===== src/rtl/snake_pkg.sv =====
// Shared definitions for the snake game sequencer: mode codes, direction
// codes and the scheduler state encoding.
package snake_pkg;

  localparam logic [1:0] MODE_IDLE = 2'b00;
  localparam logic [1:0] MODE_PLAY = 2'b01;
  localparam logic [1:0] MODE_LOST = 2'b10;
  localparam logic [1:0] MODE_WON  = 2'b11;

  localparam logic [1:0] DIR_UP    = 2'b00;
  localparam logic [1:0] DIR_DOWN  = 2'b01;
  localparam logic [1:0] DIR_LEFT  = 2'b10;
  localparam logic [1:0] DIR_RIGHT = 2'b11;

  typedef enum logic [2:0] {
    S_IDLE,
    S_WAIT_TICK,
    S_STEP,
    S_EVAL,
    S_LOST,
    S_WON
  } state_e;

  // Opposite pairs differ only in the LSB (up/down, left/right).
  function automatic logic [1:0] opposite_dir(input logic [1:0] dir);
    return {dir[1], ~dir[0]};
  endfunction

endpackage


===== src/rtl/snake_step_scheduler_move_timer.sv =====
// Movement timebase: counts 0..period-1 while enabled and pulses tick_o on
// the terminal count. The period shrinks with score and floors at SPEED_STEP.
module move_timer
  import snake_pkg::*;
#(
  parameter int TICK_DIV   = 25_000_000,
  parameter int SPEED_STEP = 1_000_000
) (
  input  logic       clk,
  input  logic       rst_i,
  input  logic       en_i,
  input  logic       clr_i,
  input  logic [3:0] score_i,
  output logic       tick_o
);

  localparam int CNT_W = (TICK_DIV > 2) ? $clog2(TICK_DIV) : 1;

  logic [31:0]      reduction;
  logic [31:0]      period;
  logic [CNT_W-1:0] last_cnt;
  logic [CNT_W-1:0] cnt_q, cnt_d;

  // Score-dependent period and the next counter value.
  // NOTE: every signal written here gets a default first, so no latch can be inferred.
  always_comb begin
    reduction = 32'(score_i) * 32'(SPEED_STEP);
    if (reduction + 32'(SPEED_STEP) >= 32'(TICK_DIV)) begin
      period = 32'(SPEED_STEP);
    end else begin
      period = 32'(TICK_DIV) - reduction;
    end
    last_cnt = CNT_W'(period - 32'd1);
    tick_o   = en_i && (cnt_q == last_cnt);
    cnt_d    = tick_o ? '0 : cnt_q + 1'b1;
  end

  // Counter register; restarts from zero on a new game and after each tick,
  // and holds while the step handshake is in progress.
  // NOTE: sequential state is updated with non-blocking assignments only.
  always_ff @(posedge clk) begin
    if (rst_i || clr_i) begin
      cnt_q <= '0;
    end else if (en_i) begin
      cnt_q <= cnt_d;
    end
  end

endmodule


===== src/rtl/snake_step_scheduler.sv =====
// Game sequencer: play/lose/win mode machine, score, direction buffer and
// the req/ack step handshake towards the snake body datapath.
module snake_step_scheduler
  import snake_pkg::*;
#(
  parameter int TICK_DIV   = 25_000_000,
  parameter int SPEED_STEP = 1_000_000,
  parameter int WIN_SCORE  = 13
) (
  input  logic       clk,
  input  logic       rst,
  input  logic       btn_up,
  input  logic       btn_down,
  input  logic       btn_left,
  input  logic       btn_right,
  input  logic       btn_mid,
  output logic       step_req,
  output logic [1:0] step_dir,
  input  logic       step_ack,
  input  logic       ate,
  input  logic       collide,
  output logic       clear,
  output logic [1:0] mode,
  output logic [3:0] score
);

  state_e     state_q, state_d;
  logic [1:0] mode_q, mode_d;
  logic [3:0] score_q, score_d;
  logic       step_req_q, step_req_d;
  logic [1:0] step_dir_q, step_dir_d;
  logic [1:0] next_dir_q, next_dir_d;
  logic       clear_q, clear_d;
  logic       ate_q, ate_d;
  logic       collide_q, collide_d;

  logic       timer_clr;
  logic       timer_tick;
  logic       arrow_valid;
  logic [1:0] arrow_dir;
  logic [3:0] score_inc;

  move_timer #(
    .TICK_DIV  (TICK_DIV),
    .SPEED_STEP(SPEED_STEP)
  ) u_move_timer (
    .clk    (clk),
    .rst_i  (rst),
    .en_i   (state_q == S_WAIT_TICK),
    .clr_i  (timer_clr),
    .score_i(score_q),
    .tick_o (timer_tick)
  );

  // Next-state logic: arrow capture, mode machine, score and output decode.
  always_comb begin
    state_d    = state_q;
    score_d    = score_q;
    step_dir_d = step_dir_q;
    next_dir_d = next_dir_q;
    ate_d      = ate_q;
    collide_d  = collide_q;
    clear_d    = 1'b0;
    timer_clr  = 1'b0;

    // Simultaneous arrows resolve up > down > left > right.
    arrow_valid = btn_up | btn_down | btn_left | btn_right;
    if (btn_up) begin
      arrow_dir = DIR_UP;
    end else if (btn_down) begin
      arrow_dir = DIR_DOWN;
    end else if (btn_left) begin
      arrow_dir = DIR_LEFT;
    end else begin
      arrow_dir = DIR_RIGHT;
    end
    if (arrow_valid && (arrow_dir != opposite_dir(step_dir_q))) begin
      next_dir_d = arrow_dir;
    end

    score_inc = (score_q == 4'hF) ? score_q : score_q + 4'd1;

    case (state_q)
      S_IDLE, S_LOST, S_WON: begin
        if (btn_mid) begin
          clear_d    = 1'b1;
          score_d    = 4'd0;
          step_dir_d = DIR_RIGHT;
          next_dir_d = DIR_RIGHT;
          timer_clr  = 1'b1;
          state_d    = S_WAIT_TICK;
        end
      end
      S_WAIT_TICK: begin
        if (timer_tick) begin
          step_dir_d = next_dir_q;
          state_d    = S_STEP;
        end
      end
      S_STEP: begin
        if (step_ack) begin
          ate_d     = ate;
          collide_d = collide;
          state_d   = S_EVAL;
        end
      end
      S_EVAL: begin
        if (collide_q) begin
          state_d = S_LOST;
        end else if (ate_q) begin
          score_d = score_inc;
          state_d = (score_inc == 4'(WIN_SCORE)) ? S_WON : S_WAIT_TICK;
        end else begin
          state_d = S_WAIT_TICK;
        end
      end
      default: state_d = S_IDLE;
    endcase

    case (state_d)
      S_IDLE:  mode_d = MODE_IDLE;
      S_LOST:  mode_d = MODE_LOST;
      S_WON:   mode_d = MODE_WON;
      default: mode_d = MODE_PLAY;
    endcase
    step_req_d = (state_d == S_STEP);
  end

  // State and registered outputs.
  always_ff @(posedge clk) begin
    if (rst) begin
      state_q    <= S_IDLE;
      mode_q     <= MODE_IDLE;
      score_q    <= 4'd0;
      step_req_q <= 1'b0;
      step_dir_q <= DIR_RIGHT;
      next_dir_q <= DIR_RIGHT;
      clear_q    <= 1'b0;
      ate_q      <= 1'b0;
      collide_q  <= 1'b0;
    end else begin
      state_q    <= state_d;
      mode_q     <= mode_d;
      score_q    <= score_d;
      step_req_q <= step_req_d;
      step_dir_q <= step_dir_d;
      next_dir_q <= next_dir_d;
      clear_q    <= clear_d;
      ate_q      <= ate_d;
      collide_q  <= collide_d;
    end
  end

  assign step_req = step_req_q;
  assign step_dir = step_dir_q;
  assign clear    = clear_q;
  assign mode     = mode_q;
  assign score    = score_q;

endmodule


===== config.mk =====
export PLATFORM = sky130hd
export DESIGN_NAME = snake_step_scheduler
export DESIGN_NICKNAME = d
export VERILOG_FILES = /design/src/rtl/snake_pkg.sv /design/src/rtl/snake_step_scheduler_move_timer.sv /design/src/rtl/snake_step_scheduler.sv
export SDC_FILE = /design/constraint.sdc
export NUM_CORES = 1
export LEC_CHECK = 0
export BUFFER_PORTS_ARGS = -buffer_cell sky130_fd_sc_hd__buf_2
export CAP_MARGIN = 10
export CORE_ASPECT_RATIO = 0.8
export CORE_MARGIN = 4
export CORE_UTILIZATION = 30
export CTS_CLUSTER_SIZE = 14
export DETAILED_ROUTE_END_ITERATION = 12
export GPL_TIMING_DRIVEN = 0
export PLACE_DENSITY_LB_ADDON = 0.12
export SYNTH_ARGS = -nofsm -noshare
export SYNTH_HDL_FRONTEND = slang
export SYNTH_SLANG_ARGS = --single-unit

===== constraint.sdc =====
create_clock -name clk -period 8 [get_ports clk]
set_input_delay 1.2 -clock clk [delete_from_list [all_inputs] [get_ports clk]]
set_output_delay 1.2 -clock clk [all_outputs]
set_load 0.03 [all_outputs]

==> impl_metrics.py, run 1 <==
metrics = {
    "routing": {
        "wl_per_cell_microns": 16.70,
        "viasPerCell": 5.465,
        "drcViolationCount": 0,
        "drt_iter0_markers": 175,
        "ant_nets": 0,
        "totalWireLength_microns": 12510,
        "vias": 4093,
        "firstDrtPassIters": 4,
    },
    "floorplan": {
        "core_sq_um": 14400,
        "floorplan.rows": 39,
        "fp.dieH_microns": 116.9,
        "ios": 20,
        "die-area_sq_um": 16840,
        "fp.dieW_microns": 144.1,
        "start_util_pct": 30.88,
    },
    "worst_setup_path": {
        "end_kind": "flip-flop",
        "startpoint_type": "flip-flop",
        "cp.required_ps": 8140,
        "worstPathArrival_ps": 7630,
        "crit_type": "flip-flop to flip-flop",
        "critPathMaxFanout": 11,
    },
    "global_routing": {
        "grt_max_degree": 16,
        "grt-ovfl-total": 0,
        "antenna_found_initial": 0,
        "grt_usage_pct": 15.26,
        "grt_pass1_wl_microns": 20470,
        "first_global_vias": 3949,
    },
    "outcome": {
        "status": "complete, no violations",
    },
    "logic_synthesis": {
        "synth_most_common_cell": "nor2_1",
        "synth_common_cells": "nor2_1, dfxtp_1, nand2_1, xnor2_1, ha_1",
        "netlist.top_cell.by_area": "dfxtp_1",
        "yosysWarningCount": 0,
        "synth.area.top_cells": "dfxtp_1, ha_1, xnor2_1",
        "syn_avg_cell_area_sq_um": 8.325,
        "synth-edff-count": 0,
        "synth_top_area_share_pct": 18.91,
        "ys_types": 95,
        "syn_area_sq_um": 4446,
        "synthArstFlopShare_pct": 0,
        "ys_seq_area_share_pct": 18.91,
        "synth_seq_cells": 42,
        "synthCells": 534,
        "syn_nets": 574,
        "ys.flop_type": "dfxtp_1",
    },
    "clock_network": {
        "numClockSinks": 42,
        "h-tree-depth": 2,
        "path_clk_slew_ps": 70,
        "cts_buffers": 5,
        "clk_latency_ps": 290,
        "cts_buffer_depth": 2,
        "cts_tree": "yes",
        "cts.hold.buffers_added": 0,
        "cts_root_buffer": "clkbuf_16",
    },
    "sta": {
        "tightest_slew_ps": 961.5,
        "hold-worst-slack_ps": 491.2,
        "slew_violations": 0,
        "setup_violations": 0,
        "slew_headroom_pct": 34.24,
        "fmax_ghz": 0.1335,
        "rsz0062_at_grt": "false",
        "final.setup.worst_slack_ps": 512.0,
        "tns_ps": 0,
        "finalHoldViolations": 0,
        "finalCritPeriodShare_pct": 93.60,
        "skew_ps": 5.653,
        "finalCriticalPeriod_ps": 7488,
    },
    "placement": {
        "dp.final_hpwl_microns": 9870,
        "post-place-ws_ps": 18.29,
        "gp_congestion": 0.8573,
        "port_buffers": 19,
    },
    "power_and_ir_drop": {
        "leakagePower_nw": 1.763,
        "powerDensity_nw_per_um2": 106.2,
        "ir_worst_vdd_uv": 81.24,
    },
    "finish": {
        "fin_nets": 604,
        "drive_gt1_share_pct": 15.93,
        "antenna_cells": 0,
        "areaGrowthSynthToFinish_pct": 11.43,
    },
    "hold_path": {
        "min_path_type": "flip-flop to flip-flop",
    },
    "job": {
        "cap_viol_max_count": 0,
    },
}
layout make-up:
cell class	count	area, sq um
fillers	1507	9442
repair buffers	23	125.1
flip-flops and latches	42	843.3
clock inverters	2	13.76
plain buffers	23	171.4
multi-input cells	445	3351
well taps	184	230.2
clock buffers	6	128.9
inverters	24	90.09
layer usage:
layer	routed length (microns)	vias to the layer above	track usage, %	part of all wire, %
met5	0	-	0	0
met4	134	0	3.576	1.1
met3	473	16	2.518	3.8
met2	5130	78	22.47	41
met1	6772	1967	23.16	54
li1	-	2032	-	-
flip-flops by register name, summed over array words and instances, names as in the netlist:
signal	flops
u_move_timer.cnt_q	25
score	4
state_q	3
mode	2
next_dir_q	2
step_dir	2
ate_q	1
clear	1
collide_q	1
step_req	1
repair_timing:
item,CTS,global route
endpoints found under the setup margin,1,25
buffers inserted,0,4
gates resized for setup,1,2
pin swaps,0,1
critical path: stages (launching register included):
cell and delay, ps:
dfxtp_2 520, clkbuf_8 250, inv_1 180, ha_1 490, fa_1 580, inv_1 70
fa_1 530, xor2_4 330, nand3_1 110, a211oi_1 420, a21bo_2 360, or2_1 220
buf_4 170, nand2_1 70, ha_1 220, nand3b_1 130, a31o_2 270, o211ai_1 360
o2bb2a_1 210, o211ai_1 130, a211oi_2 250, o2111ai_1 150, or4_4 610, nor4_4 260
buf_4 180, buf_6 180, nor3_2 60
through the flow:
| stage | util [%] | cells | power [mW] | instance area [sq um] |
|---|---|---|---|---|
| 4_1_cts | 34.14 | 745 | 0.5324 | 4915 |
| 6_report | 34.41 | 749 | 0.5261 | 4954 |
| 3_5_place_dp | 33.14 | 737 | 0.3239 | 4771 |
| 5_1_grt | 34.41 | 749 | 0.5539 | 4954 |
| 2_1_floorplan | - | 534 | 0.2965 | 4446 |
| 3_3_place_gp | 33.14 | 737 | 0.3227 | 4771 |
power breakdown:
| group | total [mW] | internal [mW] | switching (mW) | leakage (nW) |
|---|---|---|---|---|
| clock | 0.206 | 0.116 | 0.0896 | 0.0708 |
| combinational | 0.104 | 0.0376 | 0.0666 | 1.35 |
| sequential | 0.216 | 0.212 | 0.00459 | 0.341 |
| total | 0.526 | 0.365 | 0.161 | 1.76 |
placed cells by master (no fill, tap or decap), types with 5 or more instances in the layout:
cell type,netlist,routed
a211oi_1,8,8
clkbuf_1,13,14
a31oi_1,7,7
o211ai_1,9,9
fa_1,5,5
nand3b_1,5,5
xnor2_1,31,31
inv_1,23,23
nor2_1,49,49
and3_1,11,11
clkbuf_16,0,5
o2111ai_1,7,7
nor3_1,12,12
dfxtp_1,42,40
nand4_1,11,11
a21oi_1,19,19
ha_1,25,25
o21ai_0,19,19
nand2_1,39,39
xor2_1,21,20
nor2b_1,7,7
nor3_2,19,19
nand2b_1,9,9
buf_4,1,5
nand3_1,23,23
buf_2,2,21
kinds of logic (layout without fill, tap and decap cells):
kind of cell               Yosys count  after routing  synth area share, %
DFF                                 42             42                18.91
xor gates and xnor gates            59             59                13.88
buffers and inverters               47             78                5.882
AOI/OAI and AO/OA                  123            123                20.52
adders and majority gates           30             30                9.288
muxes                                6              6                1.661
and+or+nand+nor                    227            227                29.86
worst paths after layout:
path | from | cells after the start | slack [ps] | to
setup / recovery | score[1]$_SDFFE_PP0P_ | 26 | 510 | u_move_timer.cnt_q[11]$_SDFFE_PP0P_
hold / removal | u_move_timer.cnt_q[1]$_SDFFE_PP0P_ | 2 | 490 | u_move_timer.cnt_q[1]$_SDFFE_PP0P_
setup reg to reg | score[1]$_SDFFE_PP0P_ | 26 | 510 | u_move_timer.cnt_q[11]$_SDFFE_PP0P_
hold reg to reg | u_move_timer.cnt_q[1]$_SDFFE_PP0P_ | 2 | 490 | u_move_timer.cnt_q[1]$_SDFFE_PP0P_
Power figures use the tool's default switching activity.
==> run 2, diff against run 1 <==
--- a/config.mk
+++ b/config.mk
@@ -5,11 +5,13 @@
 export SDC_FILE = /design/constraint.sdc
 export NUM_CORES = 1
 export LEC_CHECK = 0
+export ABC_AREA = 1
 export BUFFER_PORTS_ARGS = -buffer_cell sky130_fd_sc_hd__buf_2
 export CAP_MARGIN = 10
 export CORE_ASPECT_RATIO = 0.8
 export CORE_MARGIN = 4
 export CORE_UTILIZATION = 30
+export CTS_CLUSTER_DIAMETER = 100
 export CTS_CLUSTER_SIZE = 14
 export DETAILED_ROUTE_END_ITERATION = 12
 export GPL_TIMING_DRIVEN = 0
==> constraint.sdc (replaced) <==
create_clock -name clk -period 9.3 [get_ports clk]
set_input_delay 1.395 -clock clk [delete_from_list [all_inputs] [get_ports clk]]
set_output_delay 1.395 -clock clk [all_outputs]
set_load 0.03 [all_outputs]
==> run 2 against run 1 <==
  * Combinational power grew 99%
  * Utilization fell by 0.19 points
  * Fmax is 23% higher
  * Via count grew 1.5%
  * Wire length down 9.4%
  * Worst setup slack gained 2700 ps
  * Highest routed layer unchanged
  * Sequential share of layout area rose by 1.1 points
  * Critical path depth is 5 higher
  * Non-clock buffer count fell by 20
  * Worst hold slack worse by 17 ps
  * Clock-buffer cell count shrank 1
==> impl_metrics.py, run 2 <==
metrics = {
    "sta": {
        "skew_ps": 5.726,
        "finalCriticalPeriod_ps": 6096,
        "finalCritPeriodShare_pct": 65.54,
        "tns_ps": 0,
        "rsz0062_at_grt": "false",
        "fmax_ghz": 0.1641,
        "tightest_slew_ps": 795.6,
        "finalHoldViolations": 0,
        "slew_violations": 0,
        "setup_violations": 0,
        "slew_headroom_pct": 46.89,
    },
    "worst_setup_path": {
        "critPathMaxFanout": 14,
        "crit_buf_inv": 7,
        "cp_top_family": "simple AND/OR/NAND/NOR gates",
        "cpPeakStageDelay_ps": 760,
        "end_kind": "flip-flop",
        "critPathSlowestCell": "dfxtp_1",
        "startpoint_type": "flip-flop",
        "worstPathArrival_ps": 6280,
        "crit_type": "flip-flop to flip-flop",
        "cp.required_ps": 9490,
        "critPathMostFrequentCell": "nand2_1",
    },
    "placement": {
        "placed_cell_area_sq_um": 4468,
        "dp.final_hpwl_microns": 9256,
        "port_buffers": 19,
        "gp_congestion": 0.8219,
    },
    "logic_synthesis": {
        "synth_top_area_share_pct": 20.27,
        "synthCells": 680,
        "syn_avg_cell_area_sq_um": 6.100,
        "muxShareOfSynthArea_pct": 0,
        "synth_compound_area_share_pct": 10.50,
        "ys_types": 38,
        "ys_seq_area_share_pct": 20.27,
        "synth-edff-count": 0,
        "synth-simple-area-share_pct": 41.84,
        "synthArstFlopShare_pct": 0,
        "synth_most_common_cell": "nand2_1",
        "synth_top_family_by_area": "simple AND/OR/NAND/NOR gates",
        "ys.flop_type": "dfxtp_1",
        "syn_area_sq_um": 4148,
        "synth_seq_cells": 42,
        "synthAdderAreaFrac_pct": 9.955,
        "synth_common_cells": "nand2_1, inv_1, nor2_1, nand3_1, dfxtp_1",
        "synth.area.top_cells": "dfxtp_1, nand2_1, inv_1",
        "yosysWarningCount": 0,
        "syn_nets": 720,
        "netlist.top_cell.by_area": "dfxtp_1",
        "synth_xor_area_share_pct": 4.404,
    },
    "clock_network": {
        "cts_setup_buffers": 0,
        "cts.hold.buffers_added": 0,
        "cts_tree": "yes",
        "clk_latency_ps": 290,
        "numClockSinks": 42,
        "cts_root_buffer": "clkbuf_16",
        "cts_repair_resize_count": 0,
        "path_clk_slew_ps": 70,
        "cts_buffers": 5,
        "cts_buffer_depth": 2,
        "h-tree-depth": 2,
    },
    "global_routing": {
        "grt_pass1_wl_microns": 19100,
        "grt-ovfl-total": 0,
        "grt_max_degree": 17,
        "first_global_vias": 3889,
        "antenna_found_initial": 0,
        "grt_usage_pct": 14.76,
    },
    "hold_path": {
        "min_path_type": "flip-flop to flip-flop",
    },
    "finish": {
        "final_cell_mix": "nand2_1, inv_1, nor2_1",
        "fin_util_pct": 34.22,
        "antenna_cells": 0,
        "final_common_cell": "nand2_1",
        "fin_nets": 746,
        "largest_reg_flops": 25,
        "areaGrowthSynthToFinish_pct": 11.79,
        "fin_area_sq_um": 4637,
        "drive_gt1_share_pct": 10.75,
        "fill_cells": 1501,
        "regMostFlops": "u_move_timer.cnt_q",
    },
    "power_and_ir_drop": {
        "internal_power_mw": 0.3779,
        "switching_share_pct": 37.51,
        "powerDensity_nw_per_um2": 130.4,
        "p_seq_share_pct": 31.7,
        "combPwrFrac_pct": 34.3,
        "clkPwrFrac_pct": 34.0,
        "leakagePower_nw": 2.278,
        "ir_worst_vdd_uv": 66.19,
        "finalPower_mw": 0.6048,
        "switching_power_mw": 0.2268,
    },
    "routing": {
        "totalWireLength_microns": 11330,
        "drt_iter0_markers": 281,
        "vias": 4156,
        "wl_per_cell_microns": 12.78,
        "ant_nets": 0,
        "firstDrtPassIters": 5,
        "viasPerCell": 4.685,
        "drcViolationCount": 0,
    },
    "floorplan": {
        "die-area_sq_um": 15780,
        "fp.dieW_microns": 139.5,
        "ios": 20,
        "fp.dieH_microns": 113.2,
        "floorplan.rows": 38,
        "start_util_pct": 30.61,
        "core_sq_um": 13550,
    },
    "job": {
        "cap_viol_max_count": 0,
    },
    "outcome": {
        "status": "complete, no violations",
    },
}
==> run 2: cell count changes after synthesis, moves of 9 or more <==
cell / delta
clkbuf_1: -12
nand3_1: +37
xnor2_1: -27
nor2_2: +9
and3_1: -11
nand2_1: +147
nand2b_1: -9
nor2_1: +13
nor3_2: -19
inv_1: +96
o21ai_0: +9
nand4_1: +12
==> run 2: worst paths after layout <==
kind                     startpoint                            endpoint  slack, ps  cells after the start
max           score[1]$_SDFFE_PP0P_  u_move_timer.cnt_q[7]$_SDFFE_PP0P_       3200                     31
min          collide_q$_SDFFE_PP0P_              collide_q$_SDFFE_PP0P_        470                      2
max reg2reg   score[1]$_SDFFE_PP0P_  u_move_timer.cnt_q[7]$_SDFFE_PP0P_       3200                     31
min reg2reg  collide_q$_SDFFE_PP0P_              collide_q$_SDFFE_PP0P_        470                      2
==> run 2: area by class of cell <==
type,count,area [sq um],area share [%]
clock buffers,5,125.1,2.698
clock inverters,3,43.79,0.9444
multi-input cells,504,2766,59.66
well taps,180,225.2,4.857
plain buffers,7,63.81,1.376
flip-flops and latches,42,840.8,18.13
repair buffers,19,95.09,2.051
inverters,127,476.7,10.28
==> run 2: power by group through the flow <==
stage               registers [mW]  logic [mW]  clock network [mW]
floorplan                    0.199       0.154                   0
finish                       0.192       0.207               0.206
detailed placement           0.196       0.204                   0
global placement             0.196       0.204                   0
global route                 0.193       0.237               0.221
CTS                          0.192       0.206               0.214
==> run 2: stage by stage <==
step                      hold WS (ps)  setup WS, ps  std cells
final                            473.7          3204        887
after detailed placement         462.1          3243        879
after global routing             490.2          2678        887
after global placement           450.8          3205        879
after CTS                        476.7          3195        887
after floorplan                  434.9          4270        680
==> run 2: logic make-up (layout without fill, tap and decap cells) <==
logic type	after synthesis	count (layout)
compound gates	72	72
xor+xnor	20	20
fa+ha+maj	30	30
buf+inv	134	161
flops	42	42
simple gates	382	382
==> run 2: tightest hold or removal path: cells and delay by family (launching register included) <==
family / cells / cell delay (ps)
flip-flops: 1 / 310
buffers and inverters: 1 / 70
AO/OA/AOI/OAI: 1 / 60
==> run 2: per-layer routing <==
layer / up-vias / wire (microns) / part of all wire [%] / track usage [%]
met5: - / 0 / 0 / 0
met4: 0 / 78 / 0.69 / 2.542
met3: 5 / 464 / 4.1 / 2.155
met2: 84 / 4569 / 40 / 21.89
met1: 1852 / 6220 / 55 / 22.74
li1: 2215 / - / - / -
==> run 3, diff against run 2 <==
==> constraint.sdc (replaced) <==
create_clock -name clk -period 5 [get_ports clk]
set_input_delay 0.75 -clock clk [delete_from_list [all_inputs] [get_ports clk]]
set_output_delay 0.75 -clock clk [all_outputs]
set_load 0.03 [all_outputs]
==> run 3 against run 2 <==
  * Register-to-register slack worse by 2900 ps
  * Die area unchanged
  * Global-route usage up 0.16 points
  * Critical endpoint is now step_dir[0]$_SDFFE_PP1P_
  * Clock power up 58%
  * Cell area up 9.1%
  * Utilization up 3.1 points
  * Via count up 3.7%
  * Highest routed layer unchanged
==> impl_metrics.py, run 3 (same netlist as run 2, synthesis figures left out) <==
metrics = {
    "outcome": {
        "status": "complete, no violations",
    },
    "global_routing": {
        "grt-ovfl-total": 0,
        "grt_usage_pct": 14.92,
        "grt_max_degree": 19,
        "grt_pass1_wl_microns": 19480,
        "antenna_found_initial": 0,
        "first_global_vias": 4013,
    },
    "routing": {
        "ant_nets": 0,
        "wl_per_cell_microns": 13.05,
        "viasPerCell": 4.727,
        "vias": 4311,
        "totalWireLength_microns": 11900,
        "drt_iter0_markers": 374,
        "drcViolationCount": 0,
        "firstDrtPassIters": 5,
    },
    "clock_network": {
        "clk_latency_ps": 290,
        "cts_buffers": 5,
        "cts_tree": "yes",
        "cts_root_buffer": "clkbuf_16",
        "cts.hold.buffers_added": 0,
        "cts_buffer_depth": 2,
        "path_clk_slew_ps": 60,
        "numClockSinks": 42,
        "h-tree-depth": 2,
    },
    "sta": {
        "finalCriticalPeriod_ps": 4716,
        "fmax_ghz": 0.2121,
        "finalCritPeriodShare_pct": 94.32,
        "finalHoldViolations": 0,
        "rsz0062_at_grt": "true",
        "setup_violations": 0,
        "slew_violations": 0,
        "slew_headroom_pct": 59.14,
        "hold-worst-slack_ps": 474.0,
        "tightest_slew_ps": 608.3,
        "skew_ps": 5.540,
        "final.setup.worst_slack_ps": 284.1,
        "tns_ps": 0,
    },
    "finish": {
        "areaGrowthSynthToFinish_pct": 21.99,
        "fin_nets": 771,
        "stdcell_count": 912,
        "final_common_cell": "nand2_1",
        "fill_cells": 1460,
        "antenna_cells": 0,
        "regMostFlops": "u_move_timer.cnt_q",
        "largest_reg_flops": 25,
        "fin_area_sq_um": 5060,
        "drive_gt1_share_pct": 18.17,
        "final_cell_mix": "nand2_1, inv_1, nand3_1",
        "fin_util_pct": 37.34,
    },
    "placement": {
        "gp_congestion": 0.8079,
        "port_buffers": 19,
        "dp.final_hpwl_microns": 9242,
        "dp.cells": 879,
        "placed_cell_area_sq_um": 4469,
        "post-place-ws_ps": -771.6,
    },
    "power_and_ir_drop": {
        "finalPower_mw": 1.133,
        "leakagePower_nw": 2.456,
        "ir_worst_vdd_uv": 126.7,
        "powerDensity_nw_per_um2": 224.0,
    },
    "floorplan": {
        "floorplan.rows": 38,
        "fp.dieH_microns": 113.2,
        "core_sq_um": 13550,
        "fp.dieW_microns": 139.5,
        "ios": 20,
        "die-area_sq_um": 15780,
        "start_util_pct": 30.61,
    },
    "worst_setup_path": {
        "critPathMaxFanout": 7,
        "worstPathArrival_ps": 4880,
        "critPathSlowestCell": "fa_1",
        "cp.required_ps": 5160,
        "crit_type": "flip-flop to flip-flop",
        "cpPeakStageDelay_ps": 520,
        "startpoint_type": "flip-flop",
        "end_kind": "flip-flop",
    },
    "hold_path": {
        "min_path_type": "flip-flop to flip-flop",
    },
    "job": {
        "cap_viol_max_count": 0,
    },
}
## run 3: changes by cell type in the layout (fill, tap and decap cells not counted), moves of 3 or more
cell	change
buf_4	+22
nand2_1	-7
ha_1	-5
nor2_1	-5
nor2_4	+5
a21oi_1	-4
dfxtp_1	-4
nand2_4	+4
dfxtp_4	+3
ha_4	+3
inv_1	-3
nand2_2	+3
## run 3: worst paths after layout
kind / start / endpoint / slack [ps] / cells past startpoint
max: score[1]$_SDFFE_PP0P_ / step_dir[0]$_SDFFE_PP1P_ / 280 / 28
min: next_dir_q[1]$_SDFF_PP1_ / next_dir_q[1]$_SDFF_PP1_ / 470 / 2
max reg2reg: score[1]$_SDFFE_PP0P_ / step_dir[0]$_SDFFE_PP1P_ / 280 / 28
min reg2reg: next_dir_q[1]$_SDFF_PP1_ / next_dir_q[1]$_SDFF_PP1_ / 470 / 2
## run 3: metal layers
| metal | up-vias | GRT usage (%) | share of wire (%) |
|---|---|---|---|
| li1 | 2276 | - | - |
| met1 | 1943 | 22.67 | 54 |
| met2 | 88 | 22.44 | 41 |
| met3 | 4 | 2.366 | 4.8 |
| met4 | 0 | 2.477 | 0.37 |
| met5 | - | 0 | 0 |
## run 3: area by class of cell
cell class / instances / area [sq um] / area share [%]
timing repair buffer: 46 / 350.3 / 6.924
buffer: 5 / 53.80 / 1.063
clock buffer: 6 / 128.9 / 2.547
clock inverter: 2 / 13.76 / 0.2720
sequential: 42 / 853.3 / 16.86
multi-input combinational: 504 / 2950 / 58.31
inverter: 127 / 484.2 / 9.570
tap: 180 / 225.2 / 4.451
## run 3: power breakdown
group | internal, mW | leakage (nW) | switching (mW)
combinational | 0.162 | 2.04 | 0.292
clock | 0.186 | 0.0708 | 0.141
sequential | 0.342 | 0.343 | 0.0113
total | 0.690 | 2.46 | 0.444
## run 3: what timing repair did
item,4_1_cts,5_1_grt
setup endpoints to repair,29,29
buffers inserted,11,14
gates resized for setup,33,28
gates cloned,1,1
pin swaps,9,25
## run 3: critical path, delay by kind of cell (launching register included)
family | cells | cell delay, ps
buffers and inverters | 2 | 260
and+or+nand+nor | 21 | 2220
xor gates and xnor gates | 1 | 130
adders and majority gates | 4 | 1540
DFF | 1 | 430
